File: config.mk
export PLATFORM = sky130hd
export DESIGN_NAME = execute_stage
export DESIGN_NICKNAME = d
export VERILOG_FILES = /design/src/rtl/y86_pkg.sv /design/src/rtl/alu64.sv /design/src/rtl/execute_stage.sv
export SDC_FILE = /design/constraint.sdc
export NUM_CORES = 1
export LEC_CHECK = 0
export CAP_MARGIN = 10
export CORE_UTILIZATION = 43
export CTS_BUF_LIST = sky130_fd_sc_hd__clkbuf_2
export CTS_CLUSTER_SIZE = 14
export DETAILED_ROUTE_END_ITERATION = 8
export GPL_TIMING_DRIVEN = 0
export PLACE_DENSITY = 0.69
export SYNTH_ARGS = -nofsm -noshare
export SYNTH_HDL_FRONTEND = slang
export SYNTH_SLANG_ARGS = --single-unit
File: constraint.sdc
create_clock -name clk -period 8.2 [get_ports clk]
set_clock_uncertainty 0.1 [all_clocks]
set_input_delay 1.23 -clock clk [delete_from_list [all_inputs] [get_ports clk]]
set_output_delay 1.23 -clock clk [all_outputs]
set_load 0.02 [all_outputs]
File: src/rtl/y86_pkg.sv
// Shared Y86-64 encodings: instruction codes, ALU functions,
// condition functions and the branch/cmov condition helper.
package y86_pkg;

  localparam logic [3:0] IHALT   = 4'h0;
  localparam logic [3:0] INOP    = 4'h1;
  localparam logic [3:0] IRRMOVQ = 4'h2;
  localparam logic [3:0] IIRMOVQ = 4'h3;
  localparam logic [3:0] IRMMOVQ = 4'h4;
  localparam logic [3:0] IMRMOVQ = 4'h5;
  localparam logic [3:0] IOPQ    = 4'h6;
  localparam logic [3:0] IJXX    = 4'h7;
  localparam logic [3:0] ICALL   = 4'h8;
  localparam logic [3:0] IRET    = 4'h9;
  localparam logic [3:0] IPUSHQ  = 4'hA;
  localparam logic [3:0] IPOPQ   = 4'hB;

  localparam logic [3:0] ALUADD = 4'h0;
  localparam logic [3:0] ALUSUB = 4'h1;
  localparam logic [3:0] ALUAND = 4'h2;
  localparam logic [3:0] ALUXOR = 4'h3;

  localparam logic [3:0] CYES = 4'h0;
  localparam logic [3:0] CLE  = 4'h1;
  localparam logic [3:0] CL   = 4'h2;
  localparam logic [3:0] CE   = 4'h3;
  localparam logic [3:0] CNE  = 4'h4;
  localparam logic [3:0] CGE  = 4'h5;
  localparam logic [3:0] CG   = 4'h6;

  function automatic logic cond_eval(
    input logic [3:0] fn,
    input logic       z,
    input logic       s,
    input logic       o
  );
    logic r;
    r = 1'b0;
    case (fn)
      CYES:    r = 1'b1;
      CLE:     r = (s ^ o) | z;
      CL:      r = s ^ o;
      CE:      r = z;
      CNE:     r = ~z;
      CGE:     r = ~(s ^ o);
      CG:      r = ~(s ^ o) & ~z;
      default: r = 1'b0;
    endcase
    return r;
  endfunction

endpackage

File: src/rtl/alu64.sv
// 64-bit add/sub/and/xor with zero/sign/overflow generation.
// Overflow is produced only when EXECUTE_OF_FLAG_EN is defined.
module alu64
  import y86_pkg::*;
(
  input  logic [3:0]  fun,
  input  logic [63:0] a,
  input  logic [63:0] b,
  output logic [63:0] res,
  output logic        zf,
  output logic        sf,
  output logic        of
);

  logic ovf;

  always_comb begin
    res = b + a;
    ovf = 1'b0;
    unique case (1'b1)
      (fun == ALUSUB): begin
        res = b - a;
        ovf = (a[63] != b[63]) && (res[63] != b[63]);
      end
      (fun == ALUAND): res = b & a;
      (fun == ALUXOR): res = b ^ a;
      default: begin
        res = b + a;
        ovf = (a[63] == b[63]) && (res[63] != a[63]);
      end
    endcase
  end

  assign zf = (res == 64'd0);
  assign sf = res[63];

`ifdef EXECUTE_OF_FLAG_EN
  assign of = ovf;
`else
  assign of = 1'b0;
  logic unused_ovf;
  assign unused_ovf = ovf;
`endif

endmodule

File: src/rtl/execute_stage.sv
// Y86-64 execute stage: operand select, CC register, halt FSM.
// Overflow flag build option: EXECUTE_OF_FLAG_EN.
module execute_stage
  import y86_pkg::*;
(
  input  logic        clk,
  input  logic        rst,
  input  logic        in_valid,
  input  logic [3:0]  icode,
  input  logic [3:0]  ifun,
  input  logic [63:0] valA,
  input  logic [63:0] valB,
  input  logic [63:0] valC,
  output logic        out_valid,
  output logic [63:0] valE,
  output logic        cnd,
  output logic        zf,
  output logic        sf,
  output logic        of,
  output logic        halted,
  output logic        err
);

  typedef enum logic {RUN, HALTED} state_t;
  state_t state;

  logic [63:0] alua, alub, res;
  logic [3:0]  fun;
  logic        nzf, nsf, nof;
  logic        bad, stop, take, accept;

  always_comb begin
    alua = 64'd0;
    unique case (1'b1)
      (icode == IRRMOVQ),
      (icode == IOPQ):    alua = valA;
      (icode == IIRMOVQ),
      (icode == IRMMOVQ),
      (icode == IMRMOVQ): alua = valC;
      (icode == ICALL),
      (icode == IPUSHQ):  alua = -64'sd8;
      (icode == IRET),
      (icode == IPOPQ):   alua = 64'd8;
      default:            alua = 64'd0;
    endcase
  end

  assign alub = (icode == IRRMOVQ || icode == IIRMOVQ)
              ? 64'd0 : valB;
  assign fun  = (icode == IOPQ) ? ifun : ALUADD;

  alu64 u_alu (
    .fun (fun),
    .a   (alua),
    .b   (alub),
    .res (res),
    .zf  (nzf),
    .sf  (nsf),
    .of  (nof)
  );

  assign bad    = (icode >= 4'hC)
               || (icode == IOPQ && ifun > ALUXOR);
  assign stop   = bad || (icode == IHALT);
  assign take   = (icode == IRRMOVQ) || (icode == IJXX);
  assign accept = in_valid && (state == RUN);

  always_ff @(posedge clk) begin
    if (rst) begin
      state     <= RUN;
      out_valid <= 1'b0;
      valE      <= 64'd0;
      cnd       <= 1'b0;
      zf        <= 1'b1;
      sf        <= 1'b0;
      of        <= 1'b0;
      halted    <= 1'b0;
      err       <= 1'b0;
    end else begin
      out_valid <= accept;
      if (accept && stop) begin
        valE   <= 64'd0;
        cnd    <= 1'b0;
        state  <= HALTED;
        halted <= 1'b1;
        if (bad) err <= 1'b1;
      end else if (accept) begin
        valE <= res;
        // condition sees the CC as it was before this instruction
        cnd  <= take && cond_eval(ifun, zf, sf, of);
        if (icode == IOPQ) begin
          zf <= nzf;
          sf <= nsf;
          of <= nof;
        end
      end
    end
  end

endmodule

==> impl_metrics.ini <==
[placement]
gp_congestion = 0.971
place_ws_ns = -1.66
numPortBuffers = 269
dp_hpwl_mm = 48.2

[min_path]
hp-class = reg2reg
whs_path_depth = 2

[setup_path]
slowest_delay_ns = 0.60
critPathCaptureType = register
r2r_slack_ns = 4.59
worstSetupStartpointType = primary input
cp.required_ns = 8.56
arrival_ns = 8.29
ff2ff_path_depth = 10
crit_type = in2reg
crit_fanout = 19
cp_slowest_cell = o31ai_1
path_cells = clkdlybuf4s50_1 > buf_6 > buf_4 > buf_2 > buf_2 > nand4_1 > nor3b_2 > clkbuf_2 > a31oi_1 > xnor2_1 > ha_1 > clkbuf_1 > nor2_1 > o31ai_1 > nand2_1 > o211ai_1 > nor2_1 > xnor2_1 > o21ai_0 > or4bb_1 > or4_1 > nor4_2 > nand4_1 > o21ai_1

[drt]
viasPerCell = 6.14
drt.antenna.violating_nets = 0
wl_per_cell_um = 22.2
firstDrtPassIters = 8
drc = 0
totalWireLength_mm = 56.5
vias = 15600
drt_iter0_markers = 1875

[sta]
slew_viol_final = 0
worst_pin_slew_ns = 1.20
rsz0062_at_grt = false
tns_ns = 0
post-route-period-util_pct = 96.8
relSlewSlack_pct = 19.1
whs_ns = 0.366
fin_ws_ns = 0.265
fmax_mhz = 126
min_period_ns = 7.94
hold_violations = 0
setup_viol = 0

[synth]
syn_nets = 2199
synth-edff-count = 0
synthMuxAreaShare_pct = 5.04
synth-adder-area-share_pct = 12.1
synth_seq_cells = 70
synth_top_area_cell = ha_1
synth_top_area_share_pct = 12.0
synthCells = 1870
synth_top_family_by_area = compound AO/OA/AOI/OAI gates
synth-compound-area-share_pct = 30.9
synth_area_leaders = ha_1 12%, dfxtp_1 11%, a21oi_1 6.7%
syn_area_um2 = 13000
async_flop_share_pct = 0
yosysWarningCount = 0
synth-simple-area-share_pct = 27.0
synthXorXnorAreaFrac_pct = 7.12
syn_area_per_cell_um2 = 6.97
seq_area_frac_synth_pct = 10.7
yosysUniqueCellTypes = 88
synth_ff_type = dfxtp_1

[pwr]
p_sw_share_pct = 48.9
ir_drop_mv = 0.0757
p_per_area_nw_per_um2 = 122
p_comb_share_pct = 68.7
p_int_mw = 1.03
power.share.clock_pct = 11.3
power_frac_seq_pct = 20.0
switchingPower_uw = 981
p_leak_nw = 6.79

[grt]
grt_pass1_vias = 14200
grt_pass1_wl_mm = 85.2
antenna_found_initial = 1
grt_overflow = 0
grt_max_degree = 20
grt_usage_pct = 35.4

[layout]
final_cell_mix = 269 x clkdlybuf4s50_1, 191 x nor2_1, 175 x a21oi_1
drive_above_1_share_pct = 6.09
fillers = 2975
syn_to_final_growth_pct = 26.3
utilization_pct = 55.4
layout_commonest_cell = clkdlybuf4s50_1
final_nets = 2476

[clocking]
clk_pin_slew_ns = 0.18
clock_latency_ns = 0.53
tritoncts.num_buffers = 9
cts.htree.levels = 3
cts_root_buf = clkbuf_2
cts_tree = done
ctsHoldBuffers = 0
clockBufferDepth = 2
clock-sinks = 70

[floorplan]
die_width_um = 176
die-area_um2 = 31000
initial_core_util_pct = 43.9
die_y_um = 176
core-area_um2 = 29700
rows = 63
pin_count = 274

[run_status]
status = finished clean

[flow_run]
maxCapViolations = 0
sequential cells by signal, indices dropped and copies added (netlist names):
name	cells
state	1
sf	1
cnd	1
zf	1
out_valid	1
valE	64
err	1
cell families (layout without fill, tap and decap cells):
group                      Yosys count  after routing
buffers and inverters              217            499
AOI/OAI and AO/OA                  600            600
and+or+nand+nor                    686            686
muxes                               64             64
other                                1              2
DFF                                 70             70
xor gates and xnor gates           106            106
adders and majority gates          126            126
power by group through the flow:
stage | logic, mW | clock network [mW] | registers (mW)
finish | 1.38 | 0.226 | 0.401
global route | 1.49 | 0.239 | 0.405
CTS | 1.33 | 0.225 | 0.401
detailed placement | 1.32 | 0 | 0.408
global placement | 1.31 | 0 | 0.407
floorplan | 0.796 | 0 | 0.450
final cells by class:
class | instances | area, um2 | share of cell area [%]
well taps | 390 | 488 | 2.96
clock inverters | 7 | 88.8 | 0.539
plain buffers | 139 | 638 | 3.87
repair buffers | 272 | 2710 | 16.5
flip-flops and latches | 70 | 1400 | 8.51
clock buffers | 9 | 45.0 | 0.274
inverters | 72 | 270 | 1.64
multi-input cells | 1583 | 10800 | 65.7
diodes | 1 | 2.50 | 0.0152
worst paths after layout:
| kind | startpoint | end |
|---|---|---|
| hold reg to reg | valE[22]$_SDFFE_PP0P_ | valE[22]$_SDFFE_PP0P_ |
| hold / removal | valE[22]$_SDFFE_PP0P_ | valE[22]$_SDFFE_PP0P_ |
| setup / recovery | icode[1] | zf$_SDFFE_PP1P_ |
| setup reg to reg | state$_SDFFE_PP0P_ | zf$_SDFFE_PP1P_ |
layer usage:
layer	up-vias	wire, um	track usage, %
li1	7457	-	-
met1	7204	26900	54.1
met2	888	22900	50.8
met3	76	5630	5.68
met4	0	1040	8.15
met5	-	0	0
critical path: cells and delay by family:
kind	cells	cell delay, ns
buffers and inverters	7	2.14
adder cells (fa/ha/maj)	1	0.28
AO/OA/AOI/OAI	5	1.65
AND/OR/NAND/NOR	9	2.64
XOR/XNOR	2	0.30
through the flow:
stage / std cells / power, mW / instance area (um2)
3_3_place_gp: 2529 / 1.72 / 16200
6_report: 2543 / 2.01 / 16500
5_1_grt: 2543 / 2.13 / 16500
3_5_place_dp: 2529 / 1.73 / 16200
2_1_floorplan: 1870 / 1.25 / 13000
4_1_cts: 2543 / 1.96 / 16400
synthesized netlist by cell type (all sizes together) (34+ instances only):
library cell and count:
nor3 53, mux2i 51, xor2 39, nand4 40, nand2 138, a221oi 40, nor2 192, dfxtp 70
clkbuf 91, buf 54, a211oi 59, o21ai 97, ha 125, a21o 42, a21oi 176, inv 72
nand3 34, xnor2 67, and2 69
what timing repair did:
item                                    4_1_cts  5_1_grt
pin swaps                                     0        1
setup buffers                                 0        2
resized for setup                             9       27
endpoints found under the setup margin        5        3
No activity file was read; power rests on OpenSTA's default activity.
